### src/rtl/score_keeper.sv
// rtl/score_keeper.sv - Pong score keeper: start sync/edge detect, serve/play/point/over FSM, score counters.
// Optional start-button debounce enabled by defining SCORE_DEBOUNCE_EN.
module score_keeper #(
  parameter int WIN_SCORE       = 7,
  parameter int LEFT_GOAL_X     = 10,
  parameter int RIGHT_GOAL_X    = 630,
  parameter int SERVE_DELAY     = 25000000,
  parameter int DEBOUNCE_CYCLES = 1000000
) (
  input  logic       clk,
  input  logic       reset_n,
  input  logic       start,
  input  logic [9:0] ball_x_pos,
  output logic       serve,
  output logic       play_en,
  output logic [3:0] left_score,
  output logic [3:0] right_score,
  output logic       game_over,
  output logic       winner,
  output logic [2:0] state
);

  typedef enum logic [2:0] {
    IDLE  = 3'd0,
    SERVE = 3'd1,
    PLAY  = 3'd2,
    POINT = 3'd3,
    OVER  = 3'd4
  } state_t;

  localparam logic [3:0]  WIN      = 4'(WIN_SCORE);
  localparam logic [9:0]  LEFT_X   = 10'(LEFT_GOAL_X);
  localparam logic [9:0]  RIGHT_X  = 10'(RIGHT_GOAL_X);
  localparam logic [24:0] DELAY_M1 = 25'(SERVE_DELAY - 1);

  if (WIN_SCORE < 1 || WIN_SCORE > 15) begin : g_bad_win
    $error("WIN_SCORE out of range");
  end
  if (SERVE_DELAY < 1 || SERVE_DELAY > 33554431) begin : g_bad_delay
    $error("SERVE_DELAY out of range");
  end
  if (DEBOUNCE_CYCLES < 1 || DEBOUNCE_CYCLES > 1048575) begin : g_bad_db
    $error("DEBOUNCE_CYCLES out of range");
  end

  state_t      cur, nxt;
  logic        sync1, sync2, lvl, lvl_d, start_evt;
  logic [24:0] cnt;
  logic        left_goal, right_goal, win_reached;

  always_ff @(posedge clk or negedge reset_n) begin
    if (!reset_n) begin
      sync1     <= 1'b0;
      sync2     <= 1'b0;
      lvl_d     <= 1'b0;
      start_evt <= 1'b0;
    end else begin
      sync1     <= start;
      sync2     <= sync1;
      lvl_d     <= lvl;
      start_evt <= lvl & ~lvl_d;
    end
  end

`ifdef SCORE_DEBOUNCE_EN
  localparam logic [19:0] DB_MAX = 20'(DEBOUNCE_CYCLES - 1);
  logic        db_level;
  logic [19:0] db_cnt;

  // The level only flips once the synchronized input has disagreed with it for DEBOUNCE_CYCLES straight cycles.
  always_ff @(posedge clk or negedge reset_n) begin
    if (!reset_n) begin
      db_level <= 1'b0;
      db_cnt   <= 20'd0;
    end else if (sync2 == db_level) begin
      db_cnt <= 20'd0;
    end else if (db_cnt == DB_MAX) begin
      db_level <= sync2;
      db_cnt   <= 20'd0;
    end else begin
      db_cnt <= db_cnt + 20'd1;
    end
  end
  assign lvl = db_level;
`else
  assign lvl = sync2;
`endif

  assign left_goal   = (ball_x_pos <= LEFT_X);
  assign right_goal  = (ball_x_pos >= RIGHT_X);
  assign win_reached = (left_score == WIN) || (right_score == WIN);

  always_comb begin
    nxt = cur;
    case (cur)
      IDLE:    if (start_evt) nxt = SERVE;
      SERVE:   nxt = PLAY;
      PLAY:    if (left_goal || right_goal) nxt = POINT;
      POINT:   if (cnt == 25'd0) nxt = win_reached ? OVER : SERVE;
      OVER:    if (start_evt) nxt = SERVE;
      default: nxt = IDLE;
    endcase
  end

  always_ff @(posedge clk or negedge reset_n) begin
    if (!reset_n) begin
      cur         <= IDLE;
      serve       <= 1'b0;
      play_en     <= 1'b0;
      game_over   <= 1'b0;
      winner      <= 1'b0;
      left_score  <= 4'd0;
      right_score <= 4'd0;
      cnt         <= 25'd0;
    end else begin
      cur       <= nxt;
      serve     <= (nxt == SERVE);
      play_en   <= (nxt == PLAY);
      game_over <= (nxt == OVER);
      // Left goal wins ties; the saturation guards keep a score from passing WIN.
      if (cur == PLAY && nxt == POINT) begin
        cnt <= DELAY_M1;
        if (left_goal) begin
          if (right_score < WIN) right_score <= right_score + 4'd1;
        end else if (left_score < WIN) begin
          left_score <= left_score + 4'd1;
        end
      end else if (cur == POINT && cnt != 25'd0) begin
        cnt <= cnt - 25'd1;
      end
      if (cur == POINT && nxt == OVER) winner <= (right_score == WIN);
      if (cur == OVER && nxt == SERVE) begin
        left_score  <= 4'd0;
        right_score <= 4'd0;
      end
    end
  end

  assign state = cur;

endmodule

### config.mk
export PLATFORM = sky130hd
export DESIGN_NAME = score_keeper
export DESIGN_NICKNAME = d
export VERILOG_FILES = /design/src/rtl/score_keeper.sv
export SDC_FILE = /design/constraint.sdc
export NUM_CORES = 1
export LEC_CHECK = 0
export CAP_MARGIN = 20
export CELL_PAD_IN_SITES_DETAIL_PLACEMENT = 1
export CELL_PAD_IN_SITES_GLOBAL_PLACEMENT = 2
export CORE_ASPECT_RATIO = 0.6
export CORE_MARGIN = 2
export CORE_UTILIZATION = 32
export CTS_CLUSTER_SIZE = 25
export DETAILED_ROUTE_END_ITERATION = 10
export PLACE_DENSITY = 0.8
export SLEW_MARGIN = 10
export SYNTH_ARGS = -nofsm -noshare
export SYNTH_HDL_FRONTEND = slang
export SYNTH_SLANG_ARGS = --single-unit
export TNS_END_PERCENT = 30
### constraint.sdc
create_clock -name clk -period 2.65 [get_ports clk]
set_clock_uncertainty 0.15 [all_clocks]
set_input_delay 0.265 -clock clk [delete_from_list [all_inputs] [get_ports clk]]
set_output_delay 0.265 -clock clk [all_outputs]
set_load 0.03 [all_outputs]
# Word level (Yosys, flattened, before mapping)
# Cells that the tools add are included.
# Widths: inputs -> output; s select.
# word_totals
reg_bits,44
out_inout_bits,15
# op_classes
addsub,3
order_cmp,4
eq_ne,11
n_mux,15
bitwise,2
n_reduce_logical,17
# ops
operator,n
$mux 25,2
$mux 4,8
$logic_not 25->1,1
$reduce_bool 25->1,1
$sub 25x1->25 const B,1
$eq 3x2->1 const B,4
$mux 3,4
$pmux 3 s4,1
$ge 10x10->1 const B,1
$le 10x4->1 const B,1
$reduce_bool 2->1,5
$add 4x1->4 const B,2
$eq 4x3->1 const B,2
$lt 4x3->1 const B,2
$eq 3x1->1 const B,2
$eq 3x3->1 const B,2
$reduce_and 3->1,2
$logic_and 1x1->1,4
$logic_not 3->1,1
$logic_or 1x1->1,2
$ne 2x1->1 const B,1
$reduce_or 2->1,1
$and 1x1->1,1
$not 1->1,1

# Logic depth before layout (Yosys ltp)
# depth
word_depth,9
depth_mapped,9
ltp_nobuf,7

# Least setup slack after synthesis
# No wires, ideal clock.
# synth_timing
path_kind,reg2reg
start,register cnt[0]
end,register play_en
setup_ns,0.066
arrival_time_ns,2.259
t_required_ns,2.434
setup_slack_ns,0.175
stages_incl_launch_ff,8
path_buffers,0
synth_period_minus_slack_ns,2.475
path_cell_list,dfrtp_1 > inv_1 > ha_1 > or3b_2 > or3_4 > a211o_1 > a221oi_2 > and2_1
# synth_between
elab_chain_cells,4
# synth_rtl
item,line_no,source
start: declaration,48,logic [24:0] cnt;
start signal: assignment,129,cnt <= cnt - 25'd1;
$logic_not 25->1,99,POINT: if (cnt == 25'd0) nxt = win_reached ? OVER : SERVE;
$mux 3,99,
$pmux 3 s4,95,case (cur)
$eq 3x2->1,118,play_en <= (nxt == PLAY);
end signal: assignment,118,
end: declaration,15,"output logic play_en,"
# No other way between the ends.
# A chain may end at the register's enable or synchronous reset.

# Final worst setup path
# Ends and elaborated chain as after synthesis.

==> out/metrics.cfg <==
[outcome]
outcome=completed

[logic_synthesis]
synthXorXnorAreaFrac_pct=3.60
syn-cell-area_um2=2190
yosys_warnings=0
synth_cell_type_count=48
synthArstFlopShare_pct=100
synth_area_per_cell_um2=10.4
synth-seq-cells=44
synth.mux.area_fraction_pct=0.458
synth_edf_count=0
yosysSeqAreaShare_pct=50.3
synth_top_family_by_area=simple AND/OR/NAND/NOR gates
synth_nets=226
synthAdderAreaFrac_pct=1.72
synth_simple_gate_area_share_pct=26.0
syn-instance-count=210
synth_compound_area_share_pct=15.6
ys.flop_type=dfrtp_1

[route]
firstDrtPassIters=4
antenna_left=0
via_per_inst=5.37
wl_um=5810
first_iter_violations=84
wire_per_inst_um=17.1
via_count=1819
drc=0

[cells_and_area]
nets=267
synthToLayoutAreaGrowth_pct=29.5
num-fill-cells=727
n_antenna_cell=0
drive_above_1_share_pct=14.3
final_common_cell=dfrtp_1
final_cell_mix=dfrtp_1 (44), clkdlybuf4s50_1 (26), nor2_1 (17)

[worst_setup_path]
worstPathArrival_ps=2610
worstPathMaxFanout=4
critPathLaunchType=register
endpoint_kind=register
cpPeakStageDelay_ps=460
slowest_stage=or3b_2
rr_startpoint=cnt[0]$_DFFE_PN0P_
crit_start=cnt[0]$_DFFE_PN0P_
ff2ff_setup_slack_ps=120
required_ps=2730
worstSetupPathType=reg2reg
path_cells=inv_2, ha_2, or3b_2, or3_4, a211o_1, a221oi_4, and2_1

[power]
leakagePower_nw=1.07
irDropWorstVdd_mv=0.425
power_mw=2.42
p_per_area_nw_per_um2=854

[placed_design]
gp_congestion=0.769
dp_slack_ps=25.2
portBuffers=27
hpwlAfterDp_um=4280

[global_route]
gr-usage-all-layers_pct=16.4
grt_max_degree=28
gr-total-overflow=0
grt_pass1_vias=1767
grt_antenna_before_repair=0
grt_first_pass_wirelength_um=9500

[die]
num_io_pins=28
die-area_um2=7530
die_h_um=68.0
core_um2=6650
initial_core_util_pct=32.9
die_x_um=111
rows=23

[clock_tree]
numCtsBuffers=5
htree_levels=2
cts_root_buf=clkbuf_16
post_cts_buffers=0
clk_latency_ps=290
cts_tree=done
numClockSinks=44
clkTransAtPathRegs_ps=60
cts_buffer_depth=2

[sta]
finalWorstSetupSlack_ps=120
period_share_pct=95.5
hold_violations=0
finalSetupViolations=0
tightest_slew_ps=601
fmax_mhz=395
holdWs_ps=213
slew_headroom_pct=59.5
min_period_ps=2530
slew_viol_final=0

[worst_hold_path]
min_from=sync1$_DFF_PN0_
hold_path_class=reg2reg

[flow_run]
cap_violations=0

[cell families (layout without fill, tap and decap cells)]
logic type      Yosys count  in the layout
compound gates           51             51
xor+xnor                  9              9
mux                       1              1
fa+ha+maj                 3              3
simple gates             91             91
buf+inv                  11             53
flops                    44             44
[synth_stat cells, types with 2 or more instances]
library cell	count	share of area (%)
and3_1	3	0.86
o21ai_1	3	0.69
inv_1	4	0.69
a41oi_1	2	0.80
or3_1	7	2.0
nand4_1	5	1.4
dfrtp_1	44	50
nand3b_1	4	1.4
ha_1	3	1.7
o22ai_1	2	0.57
o41ai_1	2	0.80
o211ai_1	3	1.0
or4_1	10	3.4
xnor2_1	3	1.2
o21ai_0	9	2.1
a21oi_1	12	2.7
o31ai_1	9	3.1
buf_4	2	0.69
or4_4	2	1.0
xor2_1	6	2.4
nor2_1	17	2.9
nand3_1	8	1.8
o311ai_0	3	1.2
nor3_1	4	0.92
clkbuf_1	4	0.69
nor4_1	3	0.86
nand2_1	15	2.6
[area by class of cell]
class	instances	area, µm²	share of cell area, %
clock buffer	5	125	4.42
clock inverter	3	46.3	1.63
inverter	4	15.0	0.530
multi-input combinational	155	1050	37.1
sequential	44	1100	38.9
tap	87	109	3.84
timing repair buffer	41	385	13.6
[power breakdown]
part | internal, mW | total [mW] | switching (mW)
Sequential | 0.803 | 0.954 | 0.151
Clock | 0.448 | 0.722 | 0.274
Combinational | 0.322 | 0.741 | 0.419
Total | 1.57 | 2.42 | 0.844
[worst max-delay path, delay by kind of cell, from the launching register on]
| kind | cells | cell delay, ps |
|---|---|---|
| AO/OA/AOI/OAI | 2 | 620 |
| buffers and inverters | 1 | 90 |
| AND/OR/NAND/NOR | 3 | 1000 |
| adder cells (fa/ha/maj) | 1 | 190 |
| flip-flops | 1 | 410 |
[metrics by stage]
step	instances	utilization, %	instance area (µm²)	setup TNS [ps]
after global routing	339	42.6	2830	-6.16
after CTS	339	42.4	2820	0
after detailed placement	330	39.7	2640	0
after floorplan	210	-	2190	0
final	339	42.6	2830	0
after global placement	330	39.7	2640	0
[layer usage]
metal / GRT usage [%] / vias up / share of wire, %
li1: - / 887 / -
met1: 25.9 / 900 / 57
met2: 21.1 / 27 / 38
met3: 4.87 / 5 / 4.0
met4: 4.22 / 0 / 0.90
met5: 0 / - / 0
[worst paths after layout]
check	end	cells after the start
max	play_en$_DFF_PN0_	7
min	lvl$_DFF_PN0_	0
max reg2reg	play_en$_DFF_PN0_	7
min reg2reg	lvl$_DFF_PN0_	0
max in group asynchronous	cnt[3]$_DFFE_PN0P_	3
min in group asynchronous	left_score[2]$_DFFE_PN0P_	2
[flip-flops by register name (all words and copies together) (netlist names), 3 cells and up]
signal       count
left_score       4
right_score      4
cnt             25
state            3
[repair_timing]
| item | CTS | global route |
|---|---|---|
| hold buffers | 1 | 0 |
| pin swaps | 0 | 2 |
| endpoints found under the hold margin | 17 | 0 |
| setup endpoints to repair | 1 | 5 |
| gates resized for setup | 1 | 4 |
Note: power is estimated with default switching activity, not from simulation.
